==> src/rtl/shift_pkg.sv <==
// rtl/shift_pkg.sv - shared types and helpers for the shift issue queue
package shift_pkg;

    localparam int SHIFT_W = 8;

    typedef enum logic [1:0] {
        SH_LSL = 2'b00,
        SH_LSR = 2'b01,
        SH_ROL = 2'b10,
        SH_ROR = 2'b11
    } shift_fn_t;

    typedef struct packed {
        logic [SHIFT_W-1:0] data;
        logic [2:0]         sc;
        shift_fn_t          fn;
    } shift_cmd_t;

    typedef enum logic {
        RES_EMPTY = 1'b0,
        RES_FULL  = 1'b1
    } res_state_t;

    // The shifter only produces a meaningful carry for logical shifts by a non-zero count.
    function automatic logic carry_defined(shift_cmd_t cmd);
        return (cmd.fn == SH_LSL || cmd.fn == SH_LSR) && (cmd.sc != 3'd0);
    endfunction

endpackage

==> src/rtl/shift_cmd_fifo.sv <==
// rtl/shift_cmd_fifo.sv - DEPTH-entry FIFO of shift commands with head/count outputs
module shift_cmd_fifo
    import shift_pkg::*;
#(
    parameter int DEPTH = 4
) (
    input  logic                   clk,
    input  logic                   rst_n,
    input  logic                   push,
    input  shift_cmd_t             push_cmd,
    input  logic                   pop,
    output shift_cmd_t             head_cmd,
    output logic                   head_valid,
    output logic                   full,
    output logic [$clog2(DEPTH):0] count
);

    localparam int AW = $clog2(DEPTH);
    localparam int CW = AW + 1;

    if (DEPTH < 2 || (DEPTH & (DEPTH - 1)) != 0) begin : g_bad_depth
        $error("shift_cmd_fifo: DEPTH must be a power of two and at least 2");
    end

    shift_cmd_t    mem_q [DEPTH];
    logic [AW-1:0] wr_ptr_q, wr_ptr_d;
    logic [AW-1:0] rd_ptr_q, rd_ptr_d;
    logic [CW-1:0] count_q, count_d;

    // Pointers are exactly log2(DEPTH) wide, so increment wraps modulo DEPTH for free.
    always_comb begin
        wr_ptr_d = wr_ptr_q + AW'(push);
        rd_ptr_d = rd_ptr_q + AW'(pop);
        count_d  = count_q + CW'(push) - CW'(pop);
    end

    always_ff @(posedge clk or negedge rst_n) begin
        if (!rst_n) begin
            wr_ptr_q <= '0;
            rd_ptr_q <= '0;
            count_q  <= '0;
        end else begin
            wr_ptr_q <= wr_ptr_d;
            rd_ptr_q <= rd_ptr_d;
            count_q  <= count_d;
        end
    end

    always_ff @(posedge clk) begin
        if (push) begin
            mem_q[wr_ptr_q] <= push_cmd;
        end
    end

    assign head_cmd   = mem_q[rd_ptr_q];
    assign head_valid = (count_q != '0);
    assign full       = (count_q == CW'(DEPTH));
    assign count      = count_q;

endmodule

==> src/rtl/shift_issue_queue.sv <==
// rtl/shift_issue_queue.sv - command queue and result register around a combinational shifter
// Optional feature: define SHIFT_Q_BYPASS_EN to let commands skip the empty FIFO.
module shift_issue_queue
    import shift_pkg::*;
#(
    parameter int DEPTH = 4
) (
    input  logic                   clk,
    input  logic                   rst_n,
    input  logic                   in_valid,
    output logic                   in_ready,
    input  logic [7:0]             in_data,
    input  logic [2:0]             in_sc,
    input  logic [1:0]             in_fn,
    output logic [7:0]             sh_data,
    output logic [2:0]             sh_sc,
    output logic [1:0]             sh_fn,
    input  logic [7:0]             sh_out,
    input  logic                   sh_c,
    input  logic                   sh_z,
    output logic                   res_valid,
    input  logic                   res_ready,
    output logic [7:0]             res_data,
    output logic                   res_c,
    output logic                   res_z,
    output logic [$clog2(DEPTH):0] q_count
);

    shift_cmd_t in_cmd;
    shift_cmd_t head_cmd;
    shift_cmd_t drive_cmd;
    logic       head_valid;
    logic       fifo_full;
    logic       fifo_push;
    logic       fifo_pop;
    logic       src_valid;
    logic       capture;
    logic       bypass_cap;

    res_state_t res_state_q, res_state_d;
    logic [7:0] res_data_q, res_data_d;
    logic       res_c_q, res_c_d;
    logic       res_z_q, res_z_d;

    always_comb begin
        in_cmd.data = in_data;
        in_cmd.sc   = in_sc;
        in_cmd.fn   = shift_fn_t'(in_fn);
    end

    shift_cmd_fifo #(
        .DEPTH (DEPTH)
    ) u_fifo (
        .clk        (clk),
        .rst_n      (rst_n),
        .push       (fifo_push),
        .push_cmd   (in_cmd),
        .pop        (fifo_pop),
        .head_cmd   (head_cmd),
        .head_valid (head_valid),
        .full       (fifo_full),
        .count      (q_count)
    );

    assign in_ready = !fifo_full;

    always_comb begin
`ifdef SHIFT_Q_BYPASS_EN
        drive_cmd = head_valid ? head_cmd : in_cmd;
        src_valid = head_valid || in_valid;
`else
        drive_cmd = head_valid ? head_cmd : '0;
        src_valid = head_valid;
`endif
        capture    = src_valid && (res_state_q == RES_EMPTY || res_ready);
        // A capture with an empty FIFO can only be an incoming command taking the bypass.
        bypass_cap = capture && !head_valid;
        fifo_pop   = capture && head_valid;
        fifo_push  = in_valid && in_ready && !bypass_cap;
    end

    assign sh_data = drive_cmd.data;
    assign sh_sc   = drive_cmd.sc;
    assign sh_fn   = drive_cmd.fn;

    always_comb begin
        res_state_d = res_state_q;
        res_data_d  = res_data_q;
        res_c_d     = res_c_q;
        res_z_d     = res_z_q;
        case (res_state_q)
            RES_EMPTY: if (capture) res_state_d = RES_FULL;
            RES_FULL: begin
                if (capture)        res_state_d = RES_FULL;
                else if (res_ready) res_state_d = RES_EMPTY;
            end
            default: res_state_d = RES_EMPTY;
        endcase
        if (capture) begin
            res_data_d = sh_out;
            res_z_d    = sh_z;
            res_c_d    = carry_defined(drive_cmd) ? sh_c : 1'b0;
        end
    end

    always_ff @(posedge clk or negedge rst_n) begin
        if (!rst_n) begin
            res_state_q <= RES_EMPTY;
            res_data_q  <= '0;
            res_c_q     <= 1'b0;
            res_z_q     <= 1'b0;
        end else begin
            res_state_q <= res_state_d;
            res_data_q  <= res_data_d;
            res_c_q     <= res_c_d;
            res_z_q     <= res_z_d;
        end
    end

    assign res_valid = (res_state_q == RES_FULL);
    assign res_data  = res_data_q;
    assign res_c     = res_c_q;
    assign res_z     = res_z_q;

endmodule

==> config.mk <==
export PLATFORM = sky130hd
export DESIGN_NAME = shift_issue_queue
export DESIGN_NICKNAME = d
export VERILOG_FILES = /design/src/rtl/shift_pkg.sv /design/src/rtl/shift_cmd_fifo.sv /design/src/rtl/shift_issue_queue.sv
export SDC_FILE = /design/constraint.sdc
export NUM_CORES = 1
export LEC_CHECK = 0
export BUFFER_PORTS_ARGS = -buffer_cell sky130_fd_sc_hd__buf_4
export CORE_MARGIN = 5
export CORE_UTILIZATION = 48
export CTS_BUF_LIST = sky130_fd_sc_hd__clkbuf_16
export DETAILED_ROUTE_END_ITERATION = 12
export GPL_TIMING_DRIVEN = 1
export PLACE_DENSITY = 0.78
export SLEW_MARGIN = 0
export SYNTH_ARGS = -nofsm -noshare
export SYNTH_HDL_FRONTEND = slang
export SYNTH_SLANG_ARGS = --single-unit
==> constraint.sdc <==
create_clock -name clk -period 2.3 [get_ports clk]
set_clock_uncertainty 0.05 [all_clocks]
set_input_delay 0.345 -clock clk [delete_from_list [all_inputs] [get_ports clk]]
set_output_delay 0.345 -clock clk [all_outputs]
set_load 0.005 [all_outputs]
Word level (Yosys, flattened, before mapping)
Memories as Yosys holds them, arrays and structs flattened.
Index checks and enable logic that the tools add are counted.
- input bits: 27
- memories kept: 1
- memory bits (writable): 52
- register bits after elaboration: 18
- bits in latches: 0
- bits in read-only memories: 0
- word-level logic and storage cells: 37
- memories (name ; words ; width ; rd ports ; clocked after Yosys merged registers in ; write ports ; RTL line ; RTL):
    u_fifo.mem_q ; 4 ; 13 ; 1 ; 0 ; 1 ; shift_cmd_fifo.sv:25 ; shift_cmd_t mem_q [DEPTH];
- add/sub/neg operators: 4
- reductions and logical operators: 14
- multiply operators: 0
- eq/ne operators: 2
- div/mod/pow operators: 0
- mux-type cells: 8
- bitwise operators: 1
- shifts and indexed selects: 0
- magnitude comparators: 0
- operator list (cell ; count):
    13-bit 2-to-1 mux ; 1
    1-bit logical AND ; 6
    1-bit 2-to-1 mux ; 6
    3-bit nonzero test ; 2
    2-bit by 1-bit adder with 2-bit output ; 2
    3-bit by 1-bit adder with 3-bit output ; 1
    3-bit equality test, second input constant ; 1
    1-bit zero test ; 3
    3-bit by 1-bit subtractor with 3-bit output ; 1
    2-bit by 1-bit equality test with 1-bit output, second input constant ; 1
    2-bit zero test ; 1
    1-bit logical OR ; 2
    1-bit case mux with 2 select lines ; 1
    1-bit inverter ; 1

Longest topological paths before layout
- depth after elaboration: 8
- mapped depth: 8
- gate-level depth less buffers: 8

Modules after synthesis
Synthesis repeated with hierarchy kept, for this count alone.
- cells, all modules: 137
- area, all modules: 2791.4 µm²
- by module, submodules not included (module ; area an instance (µm²) ; instances ; cells an instance ; sequential area each (µm²)):
    shift_cmd_fifo ; 2227.1 ; 1 ; 92 ; 1736.7
    shift_issue_queue ; 564.3 ; 1 ; 45 ; 275.3

Worst setup path after synthesis
Ideal clock, no wire load.
- kind: reg2reg
- from: register u_fifo.count_q[0], in the netlist u_fifo.count[0]
- to: register u_fifo.count_q[2], in the netlist u_fifo.count[2]
- library setup time: 0.123 ns
- arrival: 2.099 ns
- data required time: 2.127 ns
- cell stages (with the launch flop): 9
- path slack: 0.028 ns
- path buffers: 0
- clock period less this slack: 2.272 ns
- cell sequence: dfrtp_1 nor3_2 nor2_2 ha_1 inv_1 ha_1 fa_1 xnor2_1 xnor2_1
- longest elaborated chain between the ends: 7
- elaborated cells on any way between the ends: 12
- RTL lines (what ; RTL line ; RTL):
    start: declaration ; shift_cmd_fifo.sv:28 ; logic [CW-1:0] count_q, count_d;
    start signal: assignment ; shift_cmd_fifo.sv:45 ; count_q <= count_d;
    3-bit nonzero test (*) ; shift_cmd_fifo.sv:56 ; assign head_valid = (count_q != '0);
    1-bit logical AND (*) ; shift_issue_queue.sv:75 ; capture = src_valid && (res_state_q == RES_EMPTY || res_ready);
    via capture ; shift_issue_queue.sv:37 ; logic capture;
    1-bit logical AND ; shift_issue_queue.sv:77 ; bypass_cap = capture && !head_valid;
    1-bit zero test ; shift_issue_queue.sv:79 ; fifo_push = in_valid && in_ready && !bypass_cap;
    1-bit logical AND ; shift_issue_queue.sv:79 ;
    3-bit by 1-bit adder with 3-bit output ; shift_cmd_fifo.sv:34 ; count_d = count_q + CW'(push) - CW'(pop);
    3-bit by 1-bit subtractor with 3-bit output (*) ; shift_cmd_fifo.sv:34 ;
    via u_fifo.count_d[2] ; shift_cmd_fifo.sv:28 ;
Mark *: on every way through the listed nets, which the timed path passes. The rest lies on a longest branch.
A chain may end at the register's enable or synchronous reset.

Worst setup path after layout
- from: register u_fifo.count_q[0], in the netlist u_fifo.count[0]
- to: register u_fifo.count_q[2], in the netlist u_fifo.count[2]
- longest elaborated chain between the ends: 7
- elaborated cells on any way between the ends: 12
- RTL lines (what ; RTL line):
    3-bit nonzero test ; shift_cmd_fifo.sv:56
    1-bit logical AND or 1-bit zero test (tied branches) ; shift_issue_queue.sv:75, shift_issue_queue.sv:77
    1-bit logical AND ; shift_issue_queue.sv:77
    1-bit zero test ; shift_issue_queue.sv:79
    1-bit logical AND ; shift_issue_queue.sv:79
    3-bit by 1-bit adder with 3-bit output ; shift_cmd_fifo.sv:34
    3-bit by 1-bit subtractor with 3-bit output (*) ; shift_cmd_fifo.sv:34
    via u_fifo.count_d[2] ; shift_cmd_fifo.sv:28
Marked as above.

==> results.cfg <==
[route]
vias = 1439
drtIter0Drc = 92
first_pass_iters = 4
via_per_inst = 5.10
ant_nets = 0
drc = 0
totalWireLength_mm = 4.90
wire_per_inst_um = 17.4

[setup_path]
crit_path_start_kind = register
path_class = register to register
worst_ep_required_time_ns = 2.49
critPathArrivalTime_ns = 2.33
path_buf_inv = 1
cp_cell_sequence = or3b_2 -> nand2_1 -> inv_2 -> ha_1 -> fa_1 -> xnor2_1 -> xnor2_1
rrSetupSlack_ns = 0.16
crit_top_cell = xnor2_1
critPathCaptureType = register
cpPeakStageDelay_ns = 0.49
path_delay_family = simple AND/OR/NAND/NOR gates
cp_slowest_cell = or3b_2
path_max_fanout = 4

[synth]
synth_top_area_share_pct = 57.4
ys_seq_elements = 70
netlist_instances = 136
yosys_warnings = 0
yosys.area.top_type = edfxtp_1
synth.area.top_cells = edfxtp_1 (57%), dfrtp_1 (17%), mux4_2 (9.9%)
avgSynthCellArea_um2 = 20.0
synthesis.nets = 168
synth.distinct_cells = 25
syn_area_um2 = 2720
ys_seq_area_share_pct = 74.0

[grt]
gr-usage-all-layers_pct = 14.9
grt_pass1_wl_mm = 8.07
grt_max_degree = 19
grt-ovfl-total = 0
grt_pass1_vias = 1599
antenna_found_initial = 0

[power_and_ir_drop]
cellPowerDensity_nw_per_um2 = 1360
leakagePower_nw = 1.40
ir_worst_vdd_mv = 0.715
total_power_mw = 4.88

[die]
die_y_um = 85.3
start_util_pct = 49.4
coreArea_um2 = 5510
num_io_pins = 55
die_area_um2 = 7270
rows = 27
die_width_um = 85.3

[place]
portBuffers = 54
routabilityCongestion = 0.652
dp_hpwl_mm = 3.44
place.detailed.instances = 266

[layout]
layout.nets = 238
area_growth_pct = 31.9
final_cell_mix = buf_4 (61), edfxtp_1 (52), dfrtp_1 (17)
final_cells = 282
layout_commonest_cell = buf_4
drive_gt1_share_pct = 49.0
n_antenna_cell = 0
fillCellCount = 358

[cts]
cts_tree = done
htree_levels = 3
root_buffer = clkbuf_16
clkSlewWorstSetupHoldPaths_ns = 0.05
clk_latency_ns = 0.32
cts_buffer_depth = 2
cts_made_buffers = 9
cts_sinks = 70

[timing]
tns_ns = 0
fin_crit_ns = 2.14
worst_slew_pin_slew_ns = 1.11
slew_viol_final = 0
finalSetupViolCount = 0
relSlewSlack_pct = 25.8
holdWs_ns = 0.178
rsz0062_at_grt = no
final.period_utilization_pct = 93.2
hold_viol = 0
fmax_mhz = 466

[job]
drv_cap = 0

[run_status]
status = complete, no violations

[worst_hold_path]
hp-class = input pin to register
-- kinds of logic (layout without fill, tap and decap cells) --
kind of cell,after synthesis,in the layout,synth area share [%]
XOR/XNOR,4,4,1.29
AND/OR/NAND/NOR,25,25,6.03
AO/OA/AOI/OAI,2,2,0.368
flip-flops,70,70,74.0
multiplexers,22,22,14.6
buffers and inverters,8,82,1.15
adder cells (fa/ha/maj),5,5,2.58
-- per-stage QoR --
| stage | instance area (µm²) | worst slack [ns] | utilization (%) |
|---|---|---|---|
| CTS | 3590 | 0.0767 | 65.1 |
| detailed placement | 3270 | 0.127 | 59.4 |
| global placement | 3270 | 0.201 | 59.4 |
| global route | 3590 | 0.0467 | 65.1 |
| floorplan | 2720 | 0.0280 | - |
| finish | 3590 | 0.156 | 65.1 |
-- worst paths after layout --
| path | start | endpoint | cells after the start |
|---|---|---|---|
| hold / removal | in_fn[1] | u_fifo.mem_q[3][1]$_DFFE_PP_ | 1 |
| max in group asynchronous | rst_n | u_fifo.rd_ptr_q[1]$_DFF_PN0_ | 2 |
| setup reg to reg | u_fifo.count[0]$_DFF_PN0_ | u_fifo.count[2]$_DFF_PN0_ | 7 |
| hold reg to reg | res_data[0]$_DFFE_PN0P_ | res_data[0]$_DFFE_PN0P_ | 1 |
| setup / recovery | u_fifo.count[0]$_DFF_PN0_ | u_fifo.count[2]$_DFF_PN0_ | 7 |
| min in group asynchronous | rst_n | u_fifo.count[1]$_DFF_PN0_ | 2 |
-- where the power goes --
group / switching, mW / internal [mW] / total (mW)
clock network: 0.450 / 0.931 / 1.38
logic: 0.662 / 0.938 / 1.60
registers: 0.185 / 1.72 / 1.90
total: 1.30 / 3.59 / 4.88
-- state kept, by name (all words and copies together) (netlist names) --
signal,flops
res_c,1
u_fifo.mem_q,52
u_fifo.wr_ptr_q,2
res_z,1
res_data,8
u_fifo.rd_ptr_q,2
u_fifo.count,3
res_valid,1
-- worst reg2reg max path: stages, from the launching register on --
cell and delay, ns:
dfrtp_1 0.41, or3b_2 0.49, nand2_1 0.15, inv_2 0.07
ha_1 0.20, fa_1 0.38, xnor2_1 0.18, xnor2_1 0.13
-- synthesized netlist by cell type (all sizes together) --
| cell | instances |
|---|---|
| buf | 1 |
| or4b | 1 |
| edfxtp | 52 |
| clkbuf | 2 |
| nor2 | 1 |
| mux4 | 13 |
| nor3 | 3 |
| dfrtp | 18 |
| nor2b | 14 |
| nand2 | 1 |
| or3b | 1 |
| nand2b | 1 |
| fa | 1 |
| nor3b | 2 |
| and3 | 1 |
| xor2 | 2 |
| inv | 5 |
| mux2 | 9 |
| o21ai | 2 |
| ha | 4 |
| xnor2 | 2 |
-- repair_timing --
action | 4_1_cts | 5_1_grt
setup buffers | 0 | 0
setup endpoints to repair | 0 | 1
hold buffers | 1 | 0
endpoints found under the hold margin | 18 | 0
gates resized for setup | 0 | 1
-- layer usage --
| metal | track usage, % | share of wire, % | vias to the layer above |
|---|---|---|---|
| li1 | - | - | 671 |
| met1 | 16.3 | 38 | 732 |
| met2 | 26.8 | 57 | 30 |
| met3 | 4.85 | 4.7 | 6 |
| met4 | 5.18 | 0.86 | 0 |
| met5 | 0 | 0 | - |
-- layout make-up --
cell class | count | area [µm²] | share of cell area (%)
clock inverter | 6 | 80.1 | 2.23
tap | 72 | 90.1 | 2.51
inverter | 5 | 18.8 | 0.523
sequential | 70 | 2010 | 56.1
multi-input combinational | 58 | 692 | 19.3
clock buffer | 9 | 225 | 6.28
timing repair buffer | 62 | 468 | 13.0
Power figures use the tool's default switching activity.
